<file path="src/rtl/switch_bounce_gen.sv">
// Mechanical switch emulator: follows a clean requested level btn_i, but drives
// sw_o through a deterministic burst of bounce toggles shaped by an 8-bit LFSR.
// The output then holds the new level for STABLE_CYC cycles, and settled_o pulses.
// The LFSR steps only when a hold interval is loaded. The bounce pattern therefore
// depends only on SEED and on how many intervals have been drawn since reset.
module switch_bounce_gen #(
    parameter int unsigned N_BOUNCE    = 4,      // bounce pairs per transition, 0..15
    parameter int unsigned MIN_W       = 3,      // minimum hold per bounce level, 1..239
    parameter logic [3:0]  JITTER_MASK = 4'hF,   // mask on lfsr[3:0] added to MIN_W
    parameter int unsigned STABLE_CYC  = 5,      // final-level hold before settled, 1..255
    parameter logic [7:0]  SEED        = 8'h01   // LFSR reset value, zero maps to 8'h01
) (
    input  logic clk_i,
    input  logic rst_i,
    input  logic btn_i,
    output logic sw_o,
    output logic busy_o,
    output logic settled_o
);

    // An all-zero Fibonacci LFSR would lock up, so zero is replaced by one.
    localparam logic [7:0] SeedEff   = (SEED == 8'h00) ? 8'h01 : SEED;
    localparam logic [7:0] MinW      = MIN_W[7:0];
    localparam logic [7:0] StableCyc = STABLE_CYC[7:0];
    localparam logic [4:0] Toggles   = 5'(2 * N_BOUNCE);
    localparam bit         NoBounce  = (N_BOUNCE == 0);

    typedef enum logic [1:0] {
        StIdle,
        StBounce,
        StSettle
    } state_e;

    state_e      state_q;
    logic [7:0]  lfsr_q;
    logic [7:0]  timer_q;
    logic [4:0]  remaining_q;
    logic [7:0]  stable_q;
    logic        sw_q;
    logic        busy_q;
    logic        settled_q;

    logic [7:0]  lfsr_next;
    logic [7:0]  interval;

    // Next LFSR value (taps 8,6,5,4) and the hold interval drawn from the current value.
    always_comb begin
        lfsr_next = {lfsr_q[6:0], lfsr_q[7] ^ lfsr_q[5] ^ lfsr_q[4] ^ lfsr_q[3]};
        interval  = MinW + {4'b0000, lfsr_q[3:0] & JITTER_MASK};
    end

    // Sequence FSM: the state register, the counters, and all registered outputs.
    always_ff @(posedge clk_i) begin
        if (rst_i) begin
            state_q     <= StIdle;
            lfsr_q      <= SeedEff;
            timer_q     <= 8'd0;
            remaining_q <= 5'd0;
            stable_q    <= 8'd0;
            sw_q        <= 1'b0;
            busy_q      <= 1'b0;
            settled_q   <= 1'b0;
        end else begin
            unique case (state_q)
                StIdle: begin
                    busy_q    <= 1'b0;
                    settled_q <= 1'b0;
                    if (btn_i != sw_q) begin
                        // The first edge always moves to the requested level.
                        sw_q        <= btn_i;
                        busy_q      <= 1'b1;
                        timer_q     <= interval;
                        remaining_q <= Toggles;
                        lfsr_q      <= lfsr_next;
                        if (NoBounce) begin
                            stable_q <= StableCyc;
                            state_q  <= StSettle;
                        end else begin
                            state_q  <= StBounce;
                        end
                    end
                end

                StBounce: begin
                    if (timer_q == 8'd1) begin
                        // Each toggle draws a fresh interval, including the final toggle.
                        sw_q        <= ~sw_q;
                        timer_q     <= interval;
                        lfsr_q      <= lfsr_next;
                        remaining_q <= remaining_q - 5'd1;
                        if (remaining_q == 5'd1) begin
                            stable_q <= StableCyc;
                            state_q  <= StSettle;
                        end
                    end else begin
                        timer_q <= timer_q - 8'd1;
                    end
                end

                StSettle: begin
                    if (settled_q) begin
                        settled_q <= 1'b0;
                        busy_q    <= 1'b0;
                        state_q   <= StIdle;
                    end else if (stable_q == 8'd1) begin
                        settled_q <= 1'b1;
                        stable_q  <= 8'd0;
                    end else begin
                        stable_q <= stable_q - 8'd1;
                    end
                end

                default: begin
                    state_q   <= StIdle;
                    busy_q    <= 1'b0;
                    settled_q <= 1'b0;
                end
            endcase
        end
    end

    assign sw_o      = sw_q;
    assign busy_o    = busy_q;
    assign settled_o = settled_q;

    // settled must only be seen while busy and in the settle phase; idle means not busy.
    a_settled_in_settle: assert property (@(posedge clk_i) disable iff (rst_i)
        settled_q |-> (busy_q && state_q == StSettle));
    a_idle_not_busy: assert property (@(posedge clk_i) disable iff (rst_i)
        (state_q == StIdle) |-> !busy_q);

endmodule

</file>
<file path="config.mk">
export PLATFORM = sky130hd
export DESIGN_NAME = switch_bounce_gen
export DESIGN_NICKNAME = d
export VERILOG_FILES = /design/src/rtl/switch_bounce_gen.sv
export SDC_FILE = /design/constraint.sdc
export NUM_CORES = 1
export LEC_CHECK = 0
export CORE_ASPECT_RATIO = 0.75
export CORE_UTILIZATION = 50
export CTS_CLUSTER_SIZE = 40
export DETAILED_ROUTE_END_ITERATION = 10
export PLACE_DENSITY = 0.67
export SETUP_SLACK_MARGIN = 0.3
export SYNTH_ARGS = -nofsm -noshare
export SYNTH_HDL_FRONTEND = slang
export SYNTH_SLANG_ARGS = --single-unit
</file>
<file path="constraint.sdc">
create_clock -name clk_i -period 5.22 [get_ports clk_i]
set_input_delay 0.783 -clock clk_i [delete_from_list [all_inputs] [get_ports clk_i]]
set_output_delay 0.783 -clock clk_i [all_outputs]
set_load 0.01 [all_outputs]
</file>
======== Word-level counts from Yosys, hierarchy flattened ========
Index checks and enable logic that the tools add are counted.
word-level totals
  bits in registers ....................... 34
  latch bits .............................. 0
  RAM bits ................................ 0
  ROM bits ................................ 0
  input port bits ......................... 3
  memories ................................ 0
operators by class
  add/subtract/negate cells ............... 4
  multiply operators ...................... 0
  div/mod/pow operators ................... 0
  magnitude comparators ................... 0
  equal/unequal tests ..................... 11
  shift operators ......................... 0
  mux-type cells .......................... 28
  bitwise gates (word level) .............. 5
  reduce and logical (&&, ||, !) cells .... 8
operators by type and width
  operator             number
  $mux 8               8
  $pmux 8 s2           3
  $eq 8x1->1 const B   2
  $sub 8x1->8 const B  2
  $mux 5               2
  $ne 2x2->1 const B   5
  $pmux 5 s2           1
  $mux 2               4
  $reduce_and 4->1     2
  $mux 1               6
  $pmux 2 s3           1
  $add 2x4->5 const A  1
  $eq 5x1->1 const B   1
  $sub 5x1->5 const B  1
  $pmux 1 s2           2
  $reduce_and 2->1     2
  $reduce_bool 2->1    2
  $pmux 1 s3           1
  $reduce_and 3->1     1
  $xor 1x1->1          3
  $eq 2x1->1 const B   1
  $eq 2x2->1 const B   1
  $logic_not 2->1      1
  $not 1->1            2
  $ne 1x1->1           1

======== Depth between registers and ports, before layout ========
  word-level depth ........................ 5
  gate-level depth with buffers ........... 7
  depth with buffers taken out ............ 6

======== Least setup slack after synthesis ========
No wires, ideal clock.
  path type ............................... in2reg
  start ................................... in btn_i
  end ..................................... reg remaining_q[2]
  setup time .............................. 0.115 ns
  data arrival time ....................... 1.806 ns
  setup slack ............................. 3.300 ns
  stages .................................. 5
  path through ............................ xor2_1 o21ai_0 clkbuf_1 o31a_1 o21a_1
on the way
  cells in the longest elaborated chain, start to end .. 3
ends and longest elaborated chain
  element                     line  RTL
  from (decl)                 15    input logic btn_i,
  $ne 1x1->1                  68    if (btn_i != sw_q) begin
  $ne 2x2->1 (no line)        --
  $reduce_and 3->1 (no line)  --
  to (signal assigned)        73    remaining_q <= Toggles;
  to (signal assigned)        90    remaining_q <= remaining_q - 5'd1;
  to (decl)                   37    logic [4:0] remaining_q;
No other way between the ends.
A chain may end at the register's enable or synchronous reset.

======== Worst setup path in the final report ========
  start ................................... in btn_i
  end ..................................... reg remaining_q[4]
Same word-level chain as after synthesis.

==> impl_metrics.sql <==
INSERT INTO impl_metrics (metric_group, metric, value, unit) VALUES
('run_status', 'run_status', 'completed', ''),
('setup_path', 'worstSetupPathType', 'input pin to flip-flop', ''),
('floorplan', 'boundaryPins', '6', ''),
('finish', 'net_count_reported_at_finish', '241', ''),
('timing', 'hold_viol_final', '0', ''),
('routing', 'postRouteWirelength', '4285', 'um'),
('place', 'dp_hpwl', '2909', 'um'),
('synth', 'synth.lib_cells_used.distinct', '52', ''),
('worst_hold_path', 'min_delay_path_depth', '2', ''),
('synth', 'synthMostInstantiatedCell', 'sky130_fd_sc_hd__dfxtp_1', ''),
('timing', 'maxClockFrequency', '0.4166', 'GHz'),
('routing', 'dr.pass1.iters', '5', ''),
('clock_tree', 'tritoncts', 'yes', ''),
('setup_path', 'maximum_fanout_along_the_worst_path', '22', ''),
('setup_path', 'cp_data_required_time', '5440', 'ps'),
('routing', 'drtAntennaViolNets', '0', ''),
('place', 'port_buffer_count', '5', ''),
('routing', 'detail_route.drc_violations', '0', ''),
('setup_path', 'reg2regPathDepth', '6', ''),
('timing', 'rsz_0062_raised_after_global_routing', 'no', ''),
('floorplan', 'chipHeight', '55.52', 'um'),
('grt', 'number_of_antenna_violations_at_the_first_check_in_global_routing', '0', ''),
('setup_path', 'cp_data_arrival_time', '2620', 'ps'),
('clock_tree', 'post_cts_resized', '0', ''),
('clock_tree', 'clock_tree.buffer_depth', '2', ''),
('power_and_ir_drop', 'leakagePower', '0.7781', 'nW'),
('synth', 'synth-edff-count', '0', ''),
('routing', 'drtIter0Drc', '208', ''),
('clock_tree', 'clock_latency', '280', 'ps'),
('clock_tree', 'h-tree-depth', '2', ''),
('place', 'post_dp_cell_area', '0.001997', 'mm2'),
('grt', 'globalRoute.totalOverflow', '0', ''),
('finish', 'post_route_cells_drive_above_1_share', '7.759', '%'),
('floorplan', 'fp-row-count', '19', ''),
('synth', 'netlist.area_leader.share', '35.65', '%'),
('power_and_ir_drop', 'power.density_cell_area', '423.8', 'mW/mm2'),
('synth', 'syn_inst', '228', ''),
('grt', 'grt_first_pass_wirelength', '7203', 'um'),
('timing', 'report.final.slew_viol_count', '0', ''),
('synth', 'mappedNetlistNets', '238', ''),
('synth', 'yosys.area.top_type', 'sky130_fd_sc_hd__dfxtp_1', ''),
('synth', 'netlist_area', '0.001909', 'mm2'),
('synth', 'ys_dominant_reg_cell', 'sky130_fd_sc_hd__dfxtp_1', ''),
('synth', 'yosys_register_bits', '34', ''),
('timing', 'max_slew_margin', '41.99', '%'),
('synth', 'synth_sequential_area_ratio', '35.65', '%'),
('timing', 'tightestPinTransition', '870.1', 'ps'),
('routing', 'avg_vias_per_cell', '6.225', ''),
('finish', 'flow.area_growth_from_synthesis', '9.371', '%'),
('clock_tree', 'cts_made_buffers', '5', ''),
('synth', 'yosysWarnings', '0', ''),
('grt', 'grt_max_degree', '33', ''),
('clock_tree', 'clkSinkCount', '34', ''),
('floorplan', 'floorplan.core_area', '0.003661', 'mm2'),
('floorplan', 'start_util', '52.15', '%'),
('floorplan', 'design.die.area', '0.004072', 'mm2'),
('finish', 'post-route-cell-area', '0.002088', 'mm2'),
('finish', 'layout.cells.non_filler', '284', ''),
('setup_path', 'nature_of_the_critical_path_startpoint', 'input pin', ''),
('timing', 'timing.setup.tns', '0', 'ps'),
('place', 'placed_cells', '276', ''),
('worst_hold_path', 'min_path_type', 'flip-flop to flip-flop', ''),
('synth', 'synth_common_cells', 'sky130_fd_sc_hd__dfxtp_1 (34), sky130_fd_sc_hd__o21ai_0 (22), sky130_fd_sc_hd__a21oi_1 (20), sky130_fd_sc_hd__inv_1 (14), sky130_fd_sc_hd__nor2_1 (12)', ''),
('timing', 'fin_skew', '3.464', 'ps'),
('power_and_ir_drop', 'max-vdd-ir-drop', '0.2413', 'mV'),
('job', 'max-cap-violations', '0', ''),
('setup_path', 'worstSetupEndpointType', 'flip-flop', ''),
('clock_tree', 'hold_buffers', '0', ''),
('synth', 'synth_area_leaders', 'sky130_fd_sc_hd__dfxtp_1 (36%), sky130_fd_sc_hd__o21ai_0 (5.8%), sky130_fd_sc_hd__a21oi_1 (5.2%), sky130_fd_sc_hd__ha_1 (4.6%), sky130_fd_sc_hd__inv_1 (2.8%)', ''),
('grt', 'vias_in_the_first_global_route', '1514', ''),
('clock_tree', 'postCtsSetupRepairBufs', '0', '');
[routing by layer]
| metal | global-route usage, % | up-vias | part of all wire [%] |
|---|---|---|---|
| met2 | 29.63 | 72 | 41 |
| met1 | 36.72 | 826 | 51 |
| met5 | 0 | - | 0 |
| li1 | - | 863 | - |
| met3 | 4.927 | 7 | 6.2 |
| met4 | 9.341 | 0 | 1.6 |
[area by class of cell]
class,instances,area [um2]
fillers,356,1573
multi-input cells,167,1122
flip-flops and latches,34,680.7
clock buffers,7,86.33
repair buffers,8,72.57
well taps,52,65.06
inverters,15,56.30
clock inverters,1,5.005
[per-stage QoR]
step	worst slack, ps	util, %
4_1_cts	2834	57.04
5_1_grt	2735	57.04
6_report	2820	57.04
3_5_place_dp	2545	54.55
2_1_floorplan	3300	-
3_3_place_gp	2582	54.55
[cells by family after synthesis]
logic type                 count (synthesis)  share of synthesized area, %
buffers and inverters                     27                         5.570
DFF                                       34                         35.65
adders and majority gates                  7                         4.587
AOI/OAI and AO/OA                         80                         27.39
muxes                                      2                         1.049
and+or+nand+nor                           68                         21.17
xor gates and xnor gates                  10                         4.587
[placed cells by master, fill, tap and decap left out, types with 3 or more instances in the layout]
cell type,instances
sky130_fd_sc_hd__buf_4,3
sky130_fd_sc_hd__xnor2_1,4
sky130_fd_sc_hd__ha_1,7
sky130_fd_sc_hd__xor2_1,6
sky130_fd_sc_hd__a211oi_1,3
sky130_fd_sc_hd__o2111ai_1,4
sky130_fd_sc_hd__nor3_1,9
sky130_fd_sc_hd__nor4_1,4
sky130_fd_sc_hd__nor2_1,12
sky130_fd_sc_hd__nand4_1,3
sky130_fd_sc_hd__dfxtp_1,34
sky130_fd_sc_hd__a21o_1,3
sky130_fd_sc_hd__a21oi_1,20
sky130_fd_sc_hd__a31oi_1,4
sky130_fd_sc_hd__nand2b_1,3
sky130_fd_sc_hd__nand3_1,10
sky130_fd_sc_hd__o21ai_0,21
sky130_fd_sc_hd__clkdlybuf4s50_1,5
sky130_fd_sc_hd__nand2_1,7
sky130_fd_sc_hd__nor2b_1,3
sky130_fd_sc_hd__or4_1,4
sky130_fd_sc_hd__inv_1,14
sky130_fd_sc_hd__clkbuf_8,6
[critical path: stages]
cell                              delay (ps)
sky130_fd_sc_hd__clkdlybuf4s50_1         520
sky130_fd_sc_hd__xor2_1                  340
sky130_fd_sc_hd__o21ai_1                  90
sky130_fd_sc_hd__buf_4                   220
sky130_fd_sc_hd__or4_1                   520
sky130_fd_sc_hd__a21boi_1                140
[power breakdown]
group | switching [mW] | internal [mW]
Clock | 0.0915 | 0.106
Sequential | 0.0592 | 0.305
Combinational | 0.183 | 0.140
[state kept, by name, summed over array words and instances, names as in the netlist]
register	count
sw_o	1
settled_o	1
timer_q	8
lfsr_q	8
remaining_q	5
stable_q	8
busy_o	1
state_q	2
[final timing paths]
check,startpoint,end,slack [ps]
max reg2reg,timer_q[1]$_SDFFE_PP0P_,stable_q[4]$_SDFFE_PP0P_,3060
min,remaining_q[4]$_SDFFE_PP0P_,remaining_q[4]$_SDFFE_PP0P_,470
min reg2reg,remaining_q[4]$_SDFFE_PP0P_,remaining_q[4]$_SDFFE_PP0P_,470
max,btn_i,remaining_q[4]$_SDFFE_PP0P_,2820
(Power assumes the default switching activity.)
